===== config.mk =====
export PLATFORM = sky130hd
export DESIGN_NAME = carry_select_subtractor16_pipe
export DESIGN_NICKNAME = d
export VERILOG_FILES = /design/src/rtl/carry_select_pkg.sv /design/src/rtl/cs_block_add.sv /design/src/rtl/carry_select_subtractor16_pipe.sv
export SDC_FILE = /design/constraint.sdc
export NUM_CORES = 1
export LEC_CHECK = 0
export BUFFER_PORTS_ARGS = -buffer_cell sky130_fd_sc_hd__clkbuf_2
export CAP_MARGIN = 40
export CORE_ASPECT_RATIO = 1.1
export CORE_MARGIN = 2
export CORE_UTILIZATION = 55
export CTS_BUF_LIST = sky130_fd_sc_hd__clkbuf_16
export CTS_CLUSTER_SIZE = 20
export DETAILED_ROUTE_END_ITERATION = 12
export GPL_TIMING_DRIVEN = 0
export PLACE_DENSITY = 0.8
export SETUP_SLACK_MARGIN = 0.02
export SLEW_MARGIN = 20
export SYNTH_ARGS = -nofsm -noshare
export SYNTH_HDL_FRONTEND = slang
export SYNTH_SLANG_ARGS = --single-unit

===== constraint.sdc =====
create_clock -name clk -period 2.05 [get_ports clk]
set_input_delay 0.41 -clock clk [delete_from_list [all_inputs] [get_ports clk]]
set_output_delay 0.41 -clock clk [all_outputs]
set_load 0.02 [all_outputs]

===== src/rtl/carry_select_pkg.sv =====
// Shared types for the carry-select subtract pipeline: default geometry and
// the stage-1 register layout.
package carry_select_pkg;

   localparam int WIDTH_DEFAULT = 16;
   localparam int SPLIT_DEFAULT = 8;
   localparam int HI_DEFAULT    = WIDTH_DEFAULT - SPLIT_DEFAULT;

   typedef struct packed {
      logic [SPLIT_DEFAULT-1:0] low;
      logic                     c_lo;
      logic [HI_DEFAULT-1:0]    hi0;
      logic                     co0;
      logic [HI_DEFAULT-1:0]    hi1;
      logic                     co1;
      logic                     a_msb;
      logic                     b_msb;
   } sub_s1_t;

endpackage


===== src/rtl/cs_block_add.sv =====
// Combinational W-bit adder block with carry-in and carry-out; the building
// brick for the low half and both upper carry-select candidates.
module cs_block_add #(
   parameter int W = 8
) (
   input  logic [W-1:0] x,
   input  logic [W-1:0] y,
   input  logic         ci,
   output logic [W-1:0] s,
   output logic         co
);

   assign {co, s} = {1'b0, x} + {1'b0, y} + {{W{1'b0}}, ci};

endmodule


===== src/rtl/carry_select_subtractor16_pipe.sv =====
// Two-stage carry-select subtractor: diff = a - b - bin with borrow, zero and
// signed-overflow flags, valid/ready flow control on both stages.
module carry_select_subtractor16_pipe
   import carry_select_pkg::*;
#(
   parameter int WIDTH = WIDTH_DEFAULT,
   parameter int SPLIT = SPLIT_DEFAULT
) (
   input  logic             clk,
   input  logic             rst,
   input  logic             in_valid,
   output logic             in_ready,
   input  logic [WIDTH-1:0] a,
   input  logic [WIDTH-1:0] b,
   input  logic             bin,
   output logic             out_valid,
   input  logic             out_ready,
   output logic [WIDTH-1:0] diff,
   output logic             bout,
   output logic             zero,
   output logic             ovf
);

   localparam int HI = WIDTH - SPLIT;

   // The stage-1 register is laid out from the package geometry.
   if (WIDTH != WIDTH_DEFAULT || SPLIT != SPLIT_DEFAULT) begin : g_bad_cfg
      $error("carry_select_subtractor16_pipe: WIDTH/SPLIT must match carry_select_pkg defaults");
   end

   logic    s1_valid, s2_valid;
   logic    adv1, adv2;
   sub_s1_t s1, s1_next;

   assign adv2      = !s2_valid || out_ready;
   assign adv1      = !s1_valid || adv2;
   assign in_ready  = adv1;
   assign out_valid = s2_valid;

   // Subtraction as a + ~b + ~bin; the upper half is precomputed for both carries.
   cs_block_add #(.W(SPLIT)) u_lo (
      .x (a[SPLIT-1:0]),
      .y (~b[SPLIT-1:0]),
      .ci(~bin),
      .s (s1_next.low),
      .co(s1_next.c_lo)
   );

   cs_block_add #(.W(HI)) u_hi0 (
      .x (a[WIDTH-1:SPLIT]),
      .y (~b[WIDTH-1:SPLIT]),
      .ci(1'b0),
      .s (s1_next.hi0),
      .co(s1_next.co0)
   );

   cs_block_add #(.W(HI)) u_hi1 (
      .x (a[WIDTH-1:SPLIT]),
      .y (~b[WIDTH-1:SPLIT]),
      .ci(1'b1),
      .s (s1_next.hi1),
      .co(s1_next.co1)
   );

   assign s1_next.a_msb = a[WIDTH-1];
   assign s1_next.b_msb = b[WIDTH-1];

   // NOTE: sequential state uses non-blocking assignments so every register
   // samples pre-edge values regardless of process ordering.
   always_ff @(posedge clk or posedge rst) begin
      if (rst) begin
         s1_valid <= 1'b0;
         s1       <= '0;
      end else if (adv1) begin
         s1_valid <= in_valid;
         if (in_valid) s1 <= s1_next;
      end
   end

   logic [HI-1:0]    hi_sel;
   logic             co_sel;
   logic [WIDTH-1:0] d_next;

   // A carry out of the low half means no borrow crossed SPLIT.
   assign hi_sel = s1.c_lo ? s1.hi1 : s1.hi0;
   assign co_sel = s1.c_lo ? s1.co1 : s1.co0;
   assign d_next = {hi_sel, s1.low};

   // NOTE: the datapath registers are reset too, so a freshly reset block
   // presents all-zero outputs rather than stale data.
   always_ff @(posedge clk or posedge rst) begin
      if (rst) begin
         s2_valid <= 1'b0;
         diff     <= '0;
         bout     <= 1'b0;
         zero     <= 1'b0;
         ovf      <= 1'b0;
      end else if (adv2) begin
         s2_valid <= s1_valid;
         if (s1_valid) begin
            diff <= d_next;
            bout <= ~co_sel;
            zero <= (d_next == '0);
            ovf  <= (s1.a_msb != s1.b_msb) && (d_next[WIDTH-1] != s1.a_msb);
         end
      end
   end

endmodule


* After elaboration in Yosys (flattened, before gate mapping)
Cells that the tools add are included.
Storage, ports and cells: latch bits 0, word-level logic and storage cells 34, bits in read-only memories 0, flip-flop bits (word level) 50, RAM bits 0, memories kept 0
Operators by class: $add $sub $neg 4, div/mod/pow operators 0, mux-type cells 2, shift-type cells 0, multipliers 0, eq/ne operators 2, magnitude comparators 0, reductions and logical operators 8, bitwise gates (word level) 4
Operator list (count):
- $add 8x8->9 | 2
- $logic_not 16->1 | 1
- $not 8->8 | 2
- $add 9x1->9 | 1
- $add 9x1->9 const B | 1
- $mux 8 | 1
- $reduce_and 2->1 | 2
- $logic_not 1->1 | 2
- $logic_or 1x1->1 | 2
- $ne 1x1->1 | 2
- $not 1->1 | 2
- $logic_and 1x1->1 | 1
- $mux 1 | 1

* Depth between registers and ports, before layout
depth in word-level cells 4, depth in mapped cells 9, mapped depth without buffers 9

* Cells and area by module
From an unflattened synthesis, not the netlist that was laid out.
Unflattened totals: cell total of the unflattened synthesis 289, area total of the unflattened synthesis 3120.5 um^2
Modules (own cells, without submodules):
- carry_select_subtractor16_pipe | area an instance 2124.5 um^2, seq. area each 1251.2 um^2, cells an instance 163, instances 1
- cs_block_add (u_hi0 ...) | area an instance 331.6 um^2, seq. area each 0.0 um^2, cells an instance 42, instances 2
- cs_block_add (u_lo) | area an instance 332.8 um^2, seq. area each 0.0 um^2, cells an instance 42, instances 1

* Least setup slack after synthesis
Ideal clock, no wire load.
kind input-to-reg, from input port b[0], to register s1 (netlist bit d_next[6]), slack -0.165 ns, stages 9, data arrival time 2.085 ns, library setup time 0.130 ns, cell sequence inv_1 -> fa_1 -> fa_1 -> a21o_1 -> a21oi_1 -> o21bai_1 -> a21oi_1 -> xnor2_1 -> o21ai_1
On the way: word-level cells in the longest chain between the ends 3
RTL lines:
- from (decl) | line carry_select_subtractor16_pipe.sv:14 | input logic [WIDTH-1:0] b,
- $not 8->8 | line carry_select_subtractor16_pipe.sv:43 | .y (~b[SPLIT-1:0]),
- $add 8x8->9 | line cs_block_add.sv:13 | assign {co, s} = {1'b0, x} + {1'b0, y} + {{W{1'b0}}, ci};
- $add 9x1->9 | line cs_block_add.sv:13
- to (signal assigned) | line carry_select_subtractor16_pipe.sv:76 | if (in_valid) s1 <= s1_next;
- to (decl) | line carry_select_subtractor16_pipe.sv:33 | sub_s1_t s1, s1_next;
Every way passes these cells. A chain may end at the register's enable or synchronous reset.

* Worst setup path after layout
from input port b[8], to register s1[2] (netlist name)
On the way: word-level cells in the longest chain between the ends 3
RTL lines:
- $not 8->8 | line carry_select_subtractor16_pipe.sv:59 | .y (~b[WIDTH-1:SPLIT]),
- $add 8x8->9 | line cs_block_add.sv:13
- $add 9x1->9 | line cs_block_add.sv:13
Every way passes these cells.

==> reports/qor.yml <==
critical_path:
  regToRegEndpoint: "d_next[0]"
  critPathKind: "input port to flop"
  crit_path_max_fanout: 3
  worstSetupStartpointType: "input port"
  worst_setup_path_end_kind: "flop"
  r2r_slack_ns: 0.32
  required_ns: 2.20
  reg2reg_depth: 6
  worstPathArrival_ns: 2.07
  r2r_start: "s1_valid"
finish:
  ff_latch_area_um2: 1250
  fillCellCount: 423
  layout_common_cells: "nand2_1, clkbuf_2, dfrtp_1"
  layout-drive-gt1-share_pct: 25.9
  nets: 426
  fin_util_pct: 68.9
  antenna_cells: 0
  fin_area_um2: 3440
  finalNonFillerCells: 428
  area_growth_pct: 20.3
  multi_input_area_um2: 1530
  final_common_cell: "nand2_1"
clock_network:
  cts_tree: "built"
  root_buffer: "clkbuf_16"
  cts_max_level: 2
  clk_pin_slew_ns: 0.06
  cts.sinks: 50
  clkLatencyLatePin_ns: 0.29
  postCtsHoldBufs: 0
  clk_path_buf_depth: 2
  cts_buffers: 5
global_routing:
  antenna_found_initial: 0
  grt_pass1_vias: 2192
  grt_remaining_overflow: 0
  grt_max_degree: 35
  grtUsageTotal_pct: 21.0
  grt_pass1_wl_mm: 9.71
power_and_ir_drop:
  power_density_nw_per_um2: 919
  static-leakage-power_nw: 1.73
  power.total_w: 0.00316
  irDropWorstVdd_v: 0.000370
die:
  initial_core_util_pct: 57.3
  die_y_um: 79.7
  fp.dieW_um: 72.8
  core_region_area_um2: 5000
  rows: 27
  die_area_um2: 5800
  io_pins: 58
yosys:
  netlist_instances: 304
  synth.area.top_cells: "dfrtp_1, nand2_1, ha_1, o21ai_0, mux2_2"
  syn-num-nets: 360
  yosysTopAreaCell: "dfrtp_1"
  synth-edff-count: 0
  ys_types: 45
  synthArstFlopShare_pct: 100
  avgSynthCellArea_um2: 9.42
  yosysTopAreaCellShare_pct: 43.7
  netlist_area_um2: 2860
  yosysSeqAreaShare_pct: 43.7
  synth-seq-cells: 50
  ys_dominant_reg_cell: "dfrtp_1"
  ys_warn_count: 0
sta:
  min_period_ns: 1.93
  fin_crit_sh_pct: 94.0
  drv_slew: 0
  hold_violations: 0
  finalClockSkew_ns: 0.00365
  grt_setup_unrepaired: "yes"
  finalSetupViolCount: 0
  relSlewSlack_pct: 67.5
  timing.final.ws_setup_ns: 0.124
  worst_pin_slew_ns: 0.487
  fmax_mhz: 519
routing:
  post_drt_wl_per_cell_um: 13.0
  routed_wl_mm: 5.58
  ant_nets: 0
  drc: 0
  drtPass1Iterations: 4
  vias: 2295
  vias_per_cell: 5.36
  drt_iter0_markers: 149
placed_design:
  dp_hpwl_mm: 4.42
  portBuffers: 57
  dpl_cell_area_um2: 3280
  post-place-ws_ns: -0.339
  gp_congestion: 0.819
  dpl.cell_count: 420
run_status:
  outcome: "finished clean"
worst_hold_path:
  min_path_type: "input port to asynchronous set/reset pin"
job:
  cap_viol_max_count: 0
## worst max path at each step
stage	endpoint	slack [ns]	startpoint
after floorplan	s1[2]	-0.02	b[8]
after global placement	s1[2]	-0.31	b[8]
after detailed placement	s1[2]	-0.34	b[8]
after CTS	s1[2]	0.05	b[8]
after global routing	s1[2]	0.009	b[8]
final	s1[2]	0.12	b[8]
## sequential cells by signal, summed over array words and instances (netlist names)
signal / cells
ovf: 1
d_next: 8
bout: 1
s1: 21
zero: 1
out_valid: 1
diff: 16
s1_valid: 1
## repair_timing
item,CTS,global route
gates resized for setup,2,3
cloned,0,0
setup endpoints to repair,3,3
buffers inserted,0,1
pin swaps,3,5
## worst max-delay path, stage by stage
cell and delay (ns):
buf_4 0.13, inv_12 0.03, ha_4 0.16, fa_2 0.38, a211oi_4 0.27, o21ai_2 0.11
nor4_4 0.18, and2_4 0.19, a31o_1 0.13, a31oi_1 0.07
## power by group
part           internal [W]  switching (W)
clock              0.000440       0.000331
sequential          0.00123       0.000157
combinational      0.000416       0.000594
total               0.00208        0.00108
## synthesized netlist by cell type (2+ instances only)
cell type / instances
xnor2_1: 5
o21ai_0: 21
o21ai_1: 5
nor2_1: 8
a21o_1: 4
mux2i_1: 8
nand2_1: 68
inv_1: 23
a21oi_1: 11
dfrtp_1: 50
ha_1: 16
nor3_1: 6
o21bai_1: 2
buf_2: 2
xor2_1: 9
clkbuf_1: 8
o21a_1: 2
nand4b_1: 2
mux2_2: 9
and2_1: 3
a31oi_1: 3
nand3_1: 7
nand2b_1: 4
fa_1: 3
nand3b_1: 2
nor4_1: 4
## layer usage
layer	part of all wire [%]	GRT usage (%)	wire length (µm)
met3	4.5	3.91	251
met4	1.4	6.67	78
met1	46	28.4	2550
met2	48	34.2	2700
met5	0	0	0
## cell families after synthesis
| group | synth area share (%) |
|---|---|
| AOI/OAI and AO/OA | 12.6 |
| xor gates and xnor gates | 4.85 |
| adders and majority gates | 9.09 |
| buffers and inverters | 4.41 |
| DFF | 43.7 |
| muxes | 6.34 |
| and+or+nand+nor | 19.0 |
## per-stage QoR
step | hold slack (ns) | setup TNS (ns)
2_1_floorplan | 0.442 | -0.0247
3_3_place_gp | 0.457 | -4.77
3_5_place_dp | 0.390 | -1.83
4_1_cts | 0.0873 | 0
5_1_grt | 0.110 | 0
6_report | 0.0744 | 0
## area by class of cell
| class | instances | area share, % |
|---|---|---|
| well taps | 58 | 2.11 |
| multi-input cells | 221 | 44.4 |
| plain buffers | 10 | 1.16 |
| inverters | 23 | 2.87 |
| flip-flops and latches | 50 | 36.3 |
| repair buffers | 59 | 9.16 |
| clock buffers | 5 | 3.63 |
| clock inverters | 2 | 0.291 |
(Power assumes the default switching activity.)
